## src/rtl/query_patch_packer.sv

```systemverilog
// query_patch_packer
//   Packs a valid/ready stream of DATA_WIDTH-bit query elements into
//   PATCH_SIZE-element patch words. It writes each patch to memory port 0 at
//   sequential addresses 0..NUM_PATCHES-1 and then reports done.
// Ports
//   clk, rst_n         clock, synchronous active-low reset
//   start              1-cycle pulse; starts a frame from IDLE or DONE
//   in_valid/in_data   element stream input
//   in_ready           element accepted when in_valid & in_ready
//   csb0, web0         memory chip select / write enable (active-low)
//   addr0, wpatch0     memory write address / packed patch (element 0 in LSBs)
//   busy, done         status (FILL|WRITE, DONE)
//   patch_count        number of patches written this frame
module query_patch_packer #(
  parameter int DATA_WIDTH  = 11,
  parameter int PATCH_SIZE  = 5,
  parameter int ADDR_WIDTH  = 9,
  parameter int NUM_PATCHES = 494
) (
  input  logic                           clk,
  input  logic                           rst_n,
  input  logic                           start,
  input  logic                           in_valid,
  input  logic [DATA_WIDTH-1:0]          in_data,
  output logic                           in_ready,
  output logic                           csb0,
  output logic                           web0,
  output logic [ADDR_WIDTH-1:0]          addr0,
  output logic [DATA_WIDTH*PATCH_SIZE-1:0] wpatch0,
  output logic                           busy,
  output logic                           done,
  output logic [ADDR_WIDTH:0]            patch_count
);
  localparam int PW    = DATA_WIDTH * PATCH_SIZE;
  localparam int IDX_W = (PATCH_SIZE > 1) ? $clog2(PATCH_SIZE) : 1;

  typedef enum logic [1:0] {S_IDLE, S_FILL, S_WRITE, S_DONE} state_t;

  state_t            state, state_nx;
  logic [IDX_W-1:0]  elem_idx;
  logic [PW-1:0]     partial, partial_nx;
  logic              accept, last_elem, frame_start, last_patch;

  assign accept      = in_valid & in_ready;
  assign last_elem   = accept && (elem_idx == IDX_W'(PATCH_SIZE-1));
  assign frame_start = start && ((state == S_IDLE) || (state == S_DONE));
  assign last_patch  = (patch_count == (ADDR_WIDTH+1)'(NUM_PATCHES-1));

  // One element slot per generate instance; only the slot matching
  // elem_idx takes the incoming element.
  for (genvar k = 0; k < PATCH_SIZE; k++) begin : g_slot
    assign partial_nx[k*DATA_WIDTH +: DATA_WIDTH] =
      (accept && (elem_idx == IDX_W'(k))) ? in_data
                                          : partial[k*DATA_WIDTH +: DATA_WIDTH];
  end

  always_comb begin
    state_nx = state;
    case (state)
      S_IDLE:  if (start) state_nx = S_FILL;
      S_FILL:  if (last_elem) state_nx = S_WRITE;
      S_WRITE: state_nx = last_patch ? S_DONE : S_FILL;
      S_DONE:  if (start) state_nx = S_FILL;
      default: state_nx = S_IDLE;
    endcase
  end

  always_ff @(posedge clk) begin
    if (!rst_n) begin
      state       <= S_IDLE;
      elem_idx    <= '0;
      partial     <= '0;
      in_ready    <= 1'b0;
      csb0        <= 1'b1;
      web0        <= 1'b1;
      addr0       <= '0;
      wpatch0     <= '0;
      patch_count <= '0;
    end else begin
      state    <= state_nx;
      // Strobes are registered from the next state so they line up exactly
      // with the FILL / WRITE cycles.
      in_ready <= (state_nx == S_FILL);
      csb0     <= (state_nx != S_WRITE);
      web0     <= (state_nx != S_WRITE);

      if (accept) begin
        elem_idx <= last_elem ? '0 : elem_idx + IDX_W'(1);
        partial  <= last_elem ? '0 : partial_nx;
      end

      // Address and data load on WRITE entry and hold afterwards.
      if (last_elem) begin
        wpatch0 <= partial_nx;
        addr0   <= patch_count[ADDR_WIDTH-1:0];
      end

      if (state == S_WRITE) patch_count <= patch_count + 1'b1;

      if (frame_start) begin
        patch_count <= '0;
        elem_idx    <= '0;
        partial     <= '0;
      end
    end
  end

  assign busy = (state == S_FILL) || (state == S_WRITE);
  assign done = (state == S_DONE);

endmodule

```

## config.mk

```make
export PLATFORM = sky130hd
export DESIGN_NAME = query_patch_packer
export DESIGN_NICKNAME = d
export VERILOG_FILES = /design/src/rtl/query_patch_packer.sv
export SDC_FILE = /design/constraint.sdc
export NUM_CORES = 1
export LEC_CHECK = 0
export BUFFER_PORTS_ARGS = -buffer_cell sky130_fd_sc_hd__clkbuf_2
export CELL_PAD_IN_SITES_DETAIL_PLACEMENT = 1
export CELL_PAD_IN_SITES_GLOBAL_PLACEMENT = 1
export CORE_MARGIN = 8
export CORE_UTILIZATION = 36
export CTS_CLUSTER_SIZE = 20
export DETAILED_ROUTE_END_ITERATION = 12
export PLACE_DENSITY = 0.7
export SKIP_LAST_GASP = 1
export SYNTH_ARGS = -nofsm -noshare
export SYNTH_HDL_FRONTEND = slang
export SYNTH_SLANG_ARGS = --single-unit
```

## constraint.sdc

```tcl
create_clock -name clk -period 1.8 [get_ports clk]
set_clock_uncertainty 0.05 [all_clocks]
set_input_delay 0.36 -clock clk [delete_from_list [all_inputs] [get_ports clk]]
set_output_delay 0.36 -clock clk [all_outputs]
set_load 0.05 [all_outputs]
```

==> metrics.yaml, run 1 <==
tritoncts: "built"
crit_path_end_kind: "output port"
row_count: 41
grt_usage: 0.166
syn_to_final_growth_pct: 29.8
insertedDiodeCount: 0
cts_made_buffers: 17
insertion_delay_ns: 0.42
firstDrtPassIters: 4
fin_crit_ns: 1.74
drcViolationCount: 0
setup_tns_ns: 0
syn-cell-area_um2: 4660
core-area_um2: 12600
relSlewSlack: 0.687
syn_nets: 550
path_cells: "buf_4, ha_1, buf_2"
stdcell_area_um2: 6060
run_status: "finished clean"
hp-class: "in2reg"
vias: 4024
dr.first_iter.drc_count: 207
die_w_um: 130
avgSynthCellArea_um2: 8.88
crit_path_max_fanout: 3
maxCapViolCount: 0
vias_per_cell: 4.99
total_power_uw: 6630
fin_crit_sh: 0.964
cts_sinks: 125
arrival_ns: 1.33
path_class: "reg2out"
wl_per_cell_um: 17.0
root_buffer: "clkbuf_16"
max_freq_ghz: 0.576
final_nets: 647
grt-ovfl-total: 0
ios: 94
stdcell_count: 807
grt_max_degree: 36
clk_path_buf_depth: 2
dp_hpwl_um: 9520
synthFlopType: "dfxtp_1"
placed_area_um2: 5380
routed-wl-met2_um: 6640
place.gp.congestion: 0.783
cts.clk_slew.worst_paths_ns: 0.06
wl_met3_um: 910
synth.largest_area_cell: "dfxtp_1"
met1Wirelength_um: 5980
setup_viol_count_final: 0
critPathLaunchType: "flop"
ys_async_sr_fraction: 0
grt_pass1_vias: 4101
top_layer: "met4"
final_antenna_net_count: 0
grt_pass1_wl_um: 21600
routed_wl_um: 13700
io_buffers: 93
fill_cells: 1547
cts.htree.levels: 4
numPlacedInstances: 774
yosys.area.top_type_share: 0.536
cp_data_required_time_ns: 1.39
yosysMostFrequentCell: "dfxtp_1"
yosysUniqueCellTypes: 33
syn_inst: 525
ys_warn_count: 0
vdd_drop_max_mv: 0.494
synth-seq-cells: 125
finalHoldViolCount: 0
cp_slowest_cell: "dfxtp_2"
antenna_found_initial: 0
slew_violations: 0
rsz0062_at_grt: "false"
die-area_um2: 16900
start_util: 0.370
power_density_nw_per_um2: 1090
ys_seq_area_frac: 0.536
finalCoreUtilization: 0.480
p_leak_uw: 0.00242
synth-edff-count: 0
synthTopCellsByCount: "125 x dfxtp_1, 116 x nand2_1, 70 x a21oi_1, 48 x nor2_1, 22 x a22o_1"
ys_top_cells_by_area: "dfxtp_1 54%, nand2_1 9.3%, a21oi_1 7.5%"
layout-drive-gt1-share: 0.261
die_h_um: 130
slowest_delay_ns: 0.33
worstMarginPinSlew_ns: 0.469
==> critical path: cells and delay by family, from the launching register on <==
| kind | cells | cell delay (ns) |
|---|---|---|
| flops | 1 | 0.33 |
| fa+ha+maj | 1 | 0.18 |
| buf+inv | 2 | 0.39 |
==> repair_timing <==
| action | 4_1_cts | 5_1_grt |
|---|---|---|
| pin swaps | 1 | 1 |
| endpoints found under the hold margin | 0 | 0 |
| setup buffers | 0 | 1 |
| gates cloned | 0 | 1 |
| resized for setup | 8 | 10 |
| hold buffers | 0 | 0 |
| setup endpoints to repair | 35 | 24 |
==> cell families after synthesis <==
family,after synthesis,share of synthesized area
and+or+nand+nor,202,0.186
muxes,11,0.0236
DFF,125,0.536
AOI/OAI and AO/OA,122,0.165
adders and majority gates,10,0.0268
buffers and inverters,47,0.0477
xor gates and xnor gates,8,0.0150
==> stage by stage <==
step	hold slack [ns]	setup slack (ns)
after floorplan	0.382	0.0290
after global placement	0.392	0.0629
after detailed placement	0.399	-0.0425
after CTS	0.211	-0.0537
after global routing	0.259	0.00327
final	0.238	0.0649
==> layout make-up <==
type	instances	area, um2	area share
multi-input cells	354	1980	0.327
clock inverters	12	168	0.0277
repair buffers	116	698	0.115
inverters	8	30.0	0.00496
clock buffers	20	457	0.0754
flip-flops and latches	125	2510	0.414
well taps	172	215	0.0355
==> flip-flops by register name (all words and copies together), names as in the netlist <==
register	cells
wpatch0	55
elem_idx	3
in_ready	1
partial	44
web0	1
state	2
patch_count	10
addr0	9
==> layer usage <==
layer | global-route usage | up-vias
li1 | - | 1978
met1 | 0.199 | 1936
met2 | 0.272 | 98
met3 | 0.0490 | 12
met4 | 0.0724 | 0
met5 | 0 | -
==> power breakdown <==
group,internal (uW),switching [uW]
combinational,74.8,173
sequential,2780,12.3
clock,2370,1220
total,5230,1400
==> worst paths after layout <==
| path | start | to | slack, ns | depth (start not counted) |
|---|---|---|---|---|
| worst max register to register | state[0] | partial[1] | 0.14 | 7 |
| worst min-delay path | in_valid | elem_idx[1] | 0.24 | 3 |
| worst max-delay path | state[0] | done | 0.06 | 3 |
| worst min register to register | wpatch0[24] | wpatch0[24] | 0.40 | 2 |
==> layout by cell type (no fill, tap or decap), types with 3 or more instances in the layout <==
cell and instances:
a211oi_1 12, a21oi_1 70, a22o_1 22, a22oi_1 11
buf_12 4, buf_4 19, bufinv_16 4, clkbuf_16 17
clkbuf_2 91, clkinv_2 5, clkinvlp_4 3, dfxtp_1 121
dfxtp_2 3, ha_1 8, inv_1 5, inv_2 3
mux2i_1 11, nand2_1 116, nand3_1 4, nand4_1 6
nor2_1 46, nor3_1 6, nor3b_1 11, o21ai_0 3
xnor2_1 3, xor2_1 5
No activity file was read; power rests on OpenSTA's default activity.
==> inputs of run 2 (changes only) <==
- CORE_MARGIN: 8 -> 3
- MAX_ROUTING_LAYER: default -> met4
==> metrics.yaml, run 2 (synthesized netlist as in run 1, its figures left out) <==
vias: 4084  # +1.5%
final_antenna_net_count: 0  # unchanged
regMostFlops: "wpatch0"
crit_path_end_kind: "output port"
place.gp.congestion: 0.781  # -0.31%
arrival_ns: 1.30  # -0.03 ns
die_h_um: 120  # -7.7%
cts_made_buffers: 17  # unchanged
final_cell_mix: "121 x dfxtp_1, 116 x nand2_1, 92 x clkbuf_2, 70 x a21oi_1, 46 x nor2_1"
fin_crit_sh: 0.950  # -0.0139
slew_violations: 0  # unchanged
finalHoldViolCount: 0  # unchanged
root_buffer: "clkbuf_16"
ios: 94  # unchanged
vdd_drop_max_mv: 0.854  # +73%
grt_pass1_vias: 4243  # +3.5%
placed_area_um2: 5400  # +0.47%
syn_to_final_growth_pct: 30.6
dr.first_iter.drc_count: 222  # +7.2%
path_class: "reg2out"
fill_cells: 1487  # -3.9%
grtUsageMet3: 0.0547  # +0.00571
setup_tns_ns: 0  # unchanged
gr-usage-met1: 0.250  # +0.0511
max_freq_ghz: 0.585  # +1.5%
total_power_uw: 6600  # -0.51%
layout-drive-gt1-share: 0.260  # -0.00116
die-area_um2: 14400  # -15%
path_cells: "buf_4, clkbuf_2"
slowest_delay_ns: 0.45  # +0.12 ns
cts.clk_slew.worst_paths_ns: 0.06  # about the same
worstMarginPinSlew_ns: 0.483  # +0.0135 ns
cts.htree.levels: 4  # unchanged
antenna_found_initial: 0  # unchanged
final_common_cell: "dfxtp_1"
grt-ovfl-total: 0  # unchanged
path_buf_inv: 2  # unchanged
gr-usage-met2: 0.335  # +0.0632
routed_wl_um: 14000  # +2.3%
start_util: 0.379  # +0.00924
insertedDiodeCount: 0  # unchanged
cp_top_family: "flip-flops"
top_regs: "wpatch0: 55 flops, partial: 44 flops, patch_count: 10 flops"
grt_usage: 0.206  # +0.0402
cts_hold_buffers: 0  # unchanged
run_status: "finished clean"
stdcell_count: 802  # -0.62%
critPathLaunchType: "flop"
cts_sinks: 125  # unchanged
power_density_nw_per_um2: 1080  # -1.1%
relSlewSlack: 0.678  # -0.00900
hp-class: "in2reg"
final_nets: 646  # -0.15%
p_leak_uw: 0.00243  # +0.50%
io_buffers: 93  # unchanged
vias_per_cell: 5.09  # +2.1%
stdcell_area_um2: 6090  # +0.58%
setup_viol_count_final: 0  # unchanged
grt_max_degree: 42  # +17%
insertion_delay_ns: 0.42  # about the same
dp_hpwl_um: 9200  # -3.3%
largest_register_ffs: 55  # unchanged
crit_path_max_fanout: 6  # +3
fin_crit_ns: 1.71  # -0.0251 ns
maxCapViolCount: 0  # unchanged
firstDrtPassIters: 4  # unchanged
drcViolationCount: 0  # unchanged
core-area_um2: 12300  # -2.4%
numPlacedInstances: 769  # -0.65%
clk_path_buf_depth: 2  # unchanged
cp_slowest_cell: "dfxtp_1"
grt-busiest-layer: "met2"
wl_per_cell_um: 17.5  # +2.9%
row_count: 40  # -2.4%
grt_pass1_wl_um: 22500  # +4.1%
die_w_um: 120  # -7.7%
cp_data_required_time_ns: 1.39  # about the same
tritoncts: "built"
==> run 2: power breakdown <==
group	total, uW	switching [uW]	leakage, uW	internal (uW)
Sequential	2790	11.8	0.00101	2780
Clock	3540	1290	0.000300	2260
Combinational	259	178	0.00112	81.9
==> run 2: repair_timing <==
action                                  4_1_cts  5_1_grt
endpoints found under the setup margin       35       38
pin swaps                                     0        1
resized for setup                             8        9
setup buffers                                 0        1
cloned                                        0        1
==> run 2: per-layer routing <==
layer  part of all wire  routed length, um
met1               0.44               6100
met2               0.49               6910
met3              0.054                758
met4              0.017                241
met5                  0                  0
==> run 2: final timing paths <==
check / startpoint / to / slack [ns] / cells past startpoint
worst max register to register: elem_idx[0] / elem_idx[0] / 0.09 / 8
worst max-delay path: in_ready / in_ready / 0.09 / 2
worst min register to register: wpatch0[21] / wpatch0[21] / 0.41 / 2
worst min-delay path: in_valid / elem_idx[1] / 0.22 / 3
==> run 2: final cells by class <==
cell class / instances / area [um2] / share of cell area
repair buffers: 116 / 764 / 0.126
multi-input cells: 353 / 1960 / 0.322
clock inverters: 13 / 164 / 0.0269
flip-flops and latches: 125 / 2510 / 0.412
inverters: 8 / 30.0 / 0.00493
clock buffers: 19 / 453 / 0.0744
well taps: 168 / 210 / 0.0345
==> run 2: worst reg2reg max path, delay by kind of cell (launching register included) <==
kind                     cells  cell delay [ns]
AND/OR/NAND/NOR              3             0.39
flip-flops                   1             0.34
adder cells (fa/ha/maj)      1             0.23
buffers and inverters        3             0.42
AO/OA/AOI/OAI                1             0.15
==> run 2: stage by stage <==
step,utilization,hold WS (ns),setup slack (ns)
6_report,0.495,0.223,0.0899
5_1_grt,0.495,0.251,-0.0133
4_1_cts,0.490,0.214,-0.0972
3_5_place_dp,0.439,0.399,-0.0715
3_3_place_gp,0.439,0.393,0.0618
2_1_floorplan,-,0.382,0.0290
==> inputs of run 3 (changes only) <==
- clock period: 1.8 -> 1.5 ns (I/O delays scaled with it)
==> metrics.yaml, run 3 (synthesized netlist as in run 1, its figures left out) <==
path_class: "reg2reg"
io_buffers: 93  # unchanged
die_w_um: 120  # unchanged
critPathLaunchType: "flop"
grt_pass1_vias: 4502  # +6.1%
vdd_drop_max_mv: 0.740  # -13%
finalHoldViolCount: 0  # unchanged
hold_path_depth: 3  # unchanged
cpMostUsedCell: "nand2_4"
cp_data_required_time_ns: 1.82  # +0.43 ns
cts.clk_slew.worst_paths_ns: 0.05  # about the same
p_leak_uw: 0.00358  # +47%
regMostFlops: "wpatch0"
crit_path_end_kind: "flop"
start_util: 0.379  # unchanged
top_regs: "wpatch0: 55 flops, partial: 44 flops, patch_count: 10 flops"
antenna_found_initial: 0  # unchanged
place.gp.congestion: 0.841  # +7.7%
final_antenna_net_count: 0  # unchanged
maxCapViolCount: 0  # unchanged
power_density_nw_per_um2: 1000  # -7.5%
layout-drive-gt1-share: 0.591  # +0.330
grt_usage: 0.230  # +0.0240
r2r_cells: 9  # +1
cts_hold_buffers: 0  # unchanged
ios: 94  # unchanged
insertion_delay_ns: 0.43  # about the same
root_buffer: "clkbuf_16"
arrival_ns: 2.09  # +0.79 ns
final_common_cell: "dfxtp_1"
largest_register_ffs: 55  # unchanged
wl_per_cell_um: 26.6  # +52%
dr.first_iter.drc_count: 340  # +53%
finalWorstSetupSlack_ns: -0.275  # -0.365 ns
cts_sinks: 125  # unchanged
die-area_um2: 14400  # unchanged
finalCoreUtilization: 0.654  # +0.159
drcViolationCount: 0  # unchanged
grt_pass1_wl_um: 24900  # +11%
grt-ovfl-total: 0  # unchanged
dp_hpwl_um: 9290  # +0.97%
stdcell_area_um2: 8050  # +32%
final_cell_mix: "110 x dfxtp_1, 84 x clkbuf_2, 64 x nand2_1, 59 x a21oi_2, 49 x nand2_4"
run_status: "finished with violations"
fin_crit_ns: 1.77
fin_crit_sh: 1.18
max_freq_ghz: 0.563
slew_violations: 0  # unchanged
relSlewSlack: 0.743  # +0.0657
clk_path_buf_depth: 2  # unchanged
rsz0062_at_grt: "true"
grt_max_degree: 29  # -31%
slowest_delay_ns: 0.34  # -0.11 ns
insertedDiodeCount: 0  # unchanged
tritoncts: "built"
firstDrtPassIters: 4  # unchanged
hp-class: "in2reg"
core-area_um2: 12300  # unchanged
routed_wl_um: 22800  # +63%
fill_cells: 1270  # -15%
violations: "setup timing"
placed_area_um2: 5550  # +2.7%
vias: 4907  # +20%
vias_per_cell: 5.73  # +12%
cts_made_buffers: 17  # unchanged
cts.htree.levels: 4  # unchanged
crit_path_max_fanout: 6  # unchanged
path_cells: "inv_2, ha_4, buf_4, nand2_4, nand2_4, buf_12, nor3_4, buf_6, a22o_1"
row_count: 40  # unchanged
final_nets: 703  # +8.8%
syn_to_final_growth_pct: 72.6
total_power_uw: 8060  # +22%
die_h_um: 120  # unchanged
cp_slowest_cell: "dfxtp_2"
setup_viol_count_final: 129  # +129
worstMarginPinSlew_ns: 0.385  # -0.0981 ns
-- run 3: cell types whose count changed in the layout (fill, tap and decap cells not counted), moves of 8 or more --
cell,before,now
buf_4,14,28
a21oi_2,0,59
a21oi_1,70,11
a22oi_1,11,0
clkbuf_16,18,31
a22oi_2,0,11
nor2_1,46,32
nor2_4,0,14
clkbuf_2,92,84
dfxtp_1,121,110
nand2_1,116,64
nand2_4,0,49
buf_6,1,20
-- run 3: worst paths after layout --
| check | startpoint | endpoint | slack (ns) |
|---|---|---|---|
| max | state[0] | partial[20] | -0.27 |
| min reg2reg | wpatch0[19] | wpatch0[19] | 0.41 |
| min | in_data[10] | wpatch0[54] | 0.24 |
| max reg2reg | state[0] | partial[20] | -0.27 |
-- run 3: what timing repair did --
item                       CTS  global route
gates resized for setup     86           256
gates cloned                 5            15
setup endpoints to repair  127           125
hold endpoints to repair     0             0
setup buffers               14            13
pin swaps                   24           124
-- run 3: per-layer routing --
| metal | routed length [um] | vias to the layer above | GRT usage |
|---|---|---|---|
| li1 | - | 2099 | - |
| met1 | 8860 | 2501 | 0.280 |
| met2 | 11700 | 224 | 0.379 |
| met3 | 1160 | 83 | 0.0429 |
| met4 | 1050 | 0 | 0.0952 |
| met5 | 0 | - | - |
-- run 3: power breakdown --
group	leakage (uW)	total [uW]	switching [uW]	internal, uW
combinational	0.00228	595	373	222
clock	0.000283	4120	1590	2520
sequential	0.00102	3350	17.3	3330
-- run 3: worst max-delay path: cells and delay by family (launching register included) --
| family | cells | cell delay, ns |
|---|---|---|
| buffers and inverters | 4 | 0.54 |
| AND/OR/NAND/NOR | 3 | 0.38 |
| flip-flops | 1 | 0.34 |
| adder cells (fa/ha/maj) | 1 | 0.24 |
| AO/OA/AOI/OAI | 1 | 0.16 |
-- run 3: final cells by class --
type	instances	area [um2]	share of cell area
repair buffers	172	1660	0.207
inverters	8	37.5	0.00466
flip-flops and latches	125	2530	0.315
clock buffers	24	513	0.0637
multi-input cells	354	3030	0.377
clock inverters	6	57.6	0.00715
well taps	168	210	0.0261
-- run 3: stage by stage --
stage / hold WS, ns / setup slack, ns / setup TNS, ns / instances
2_1_floorplan: 0.382 / -0.00992 / -0.0760 / 525
6_report: 0.240 / -0.275 / -12.60 / 857
4_1_cts: 0.194 / -0.213 / -1.33 / 831
5_1_grt: 0.225 / -0.284 / -17.44 / 857
3_5_place_dp: 0.399 / -0.584 / -20.58 / 783
3_3_place_gp: 0.393 / -0.485 / -12.74 / 783
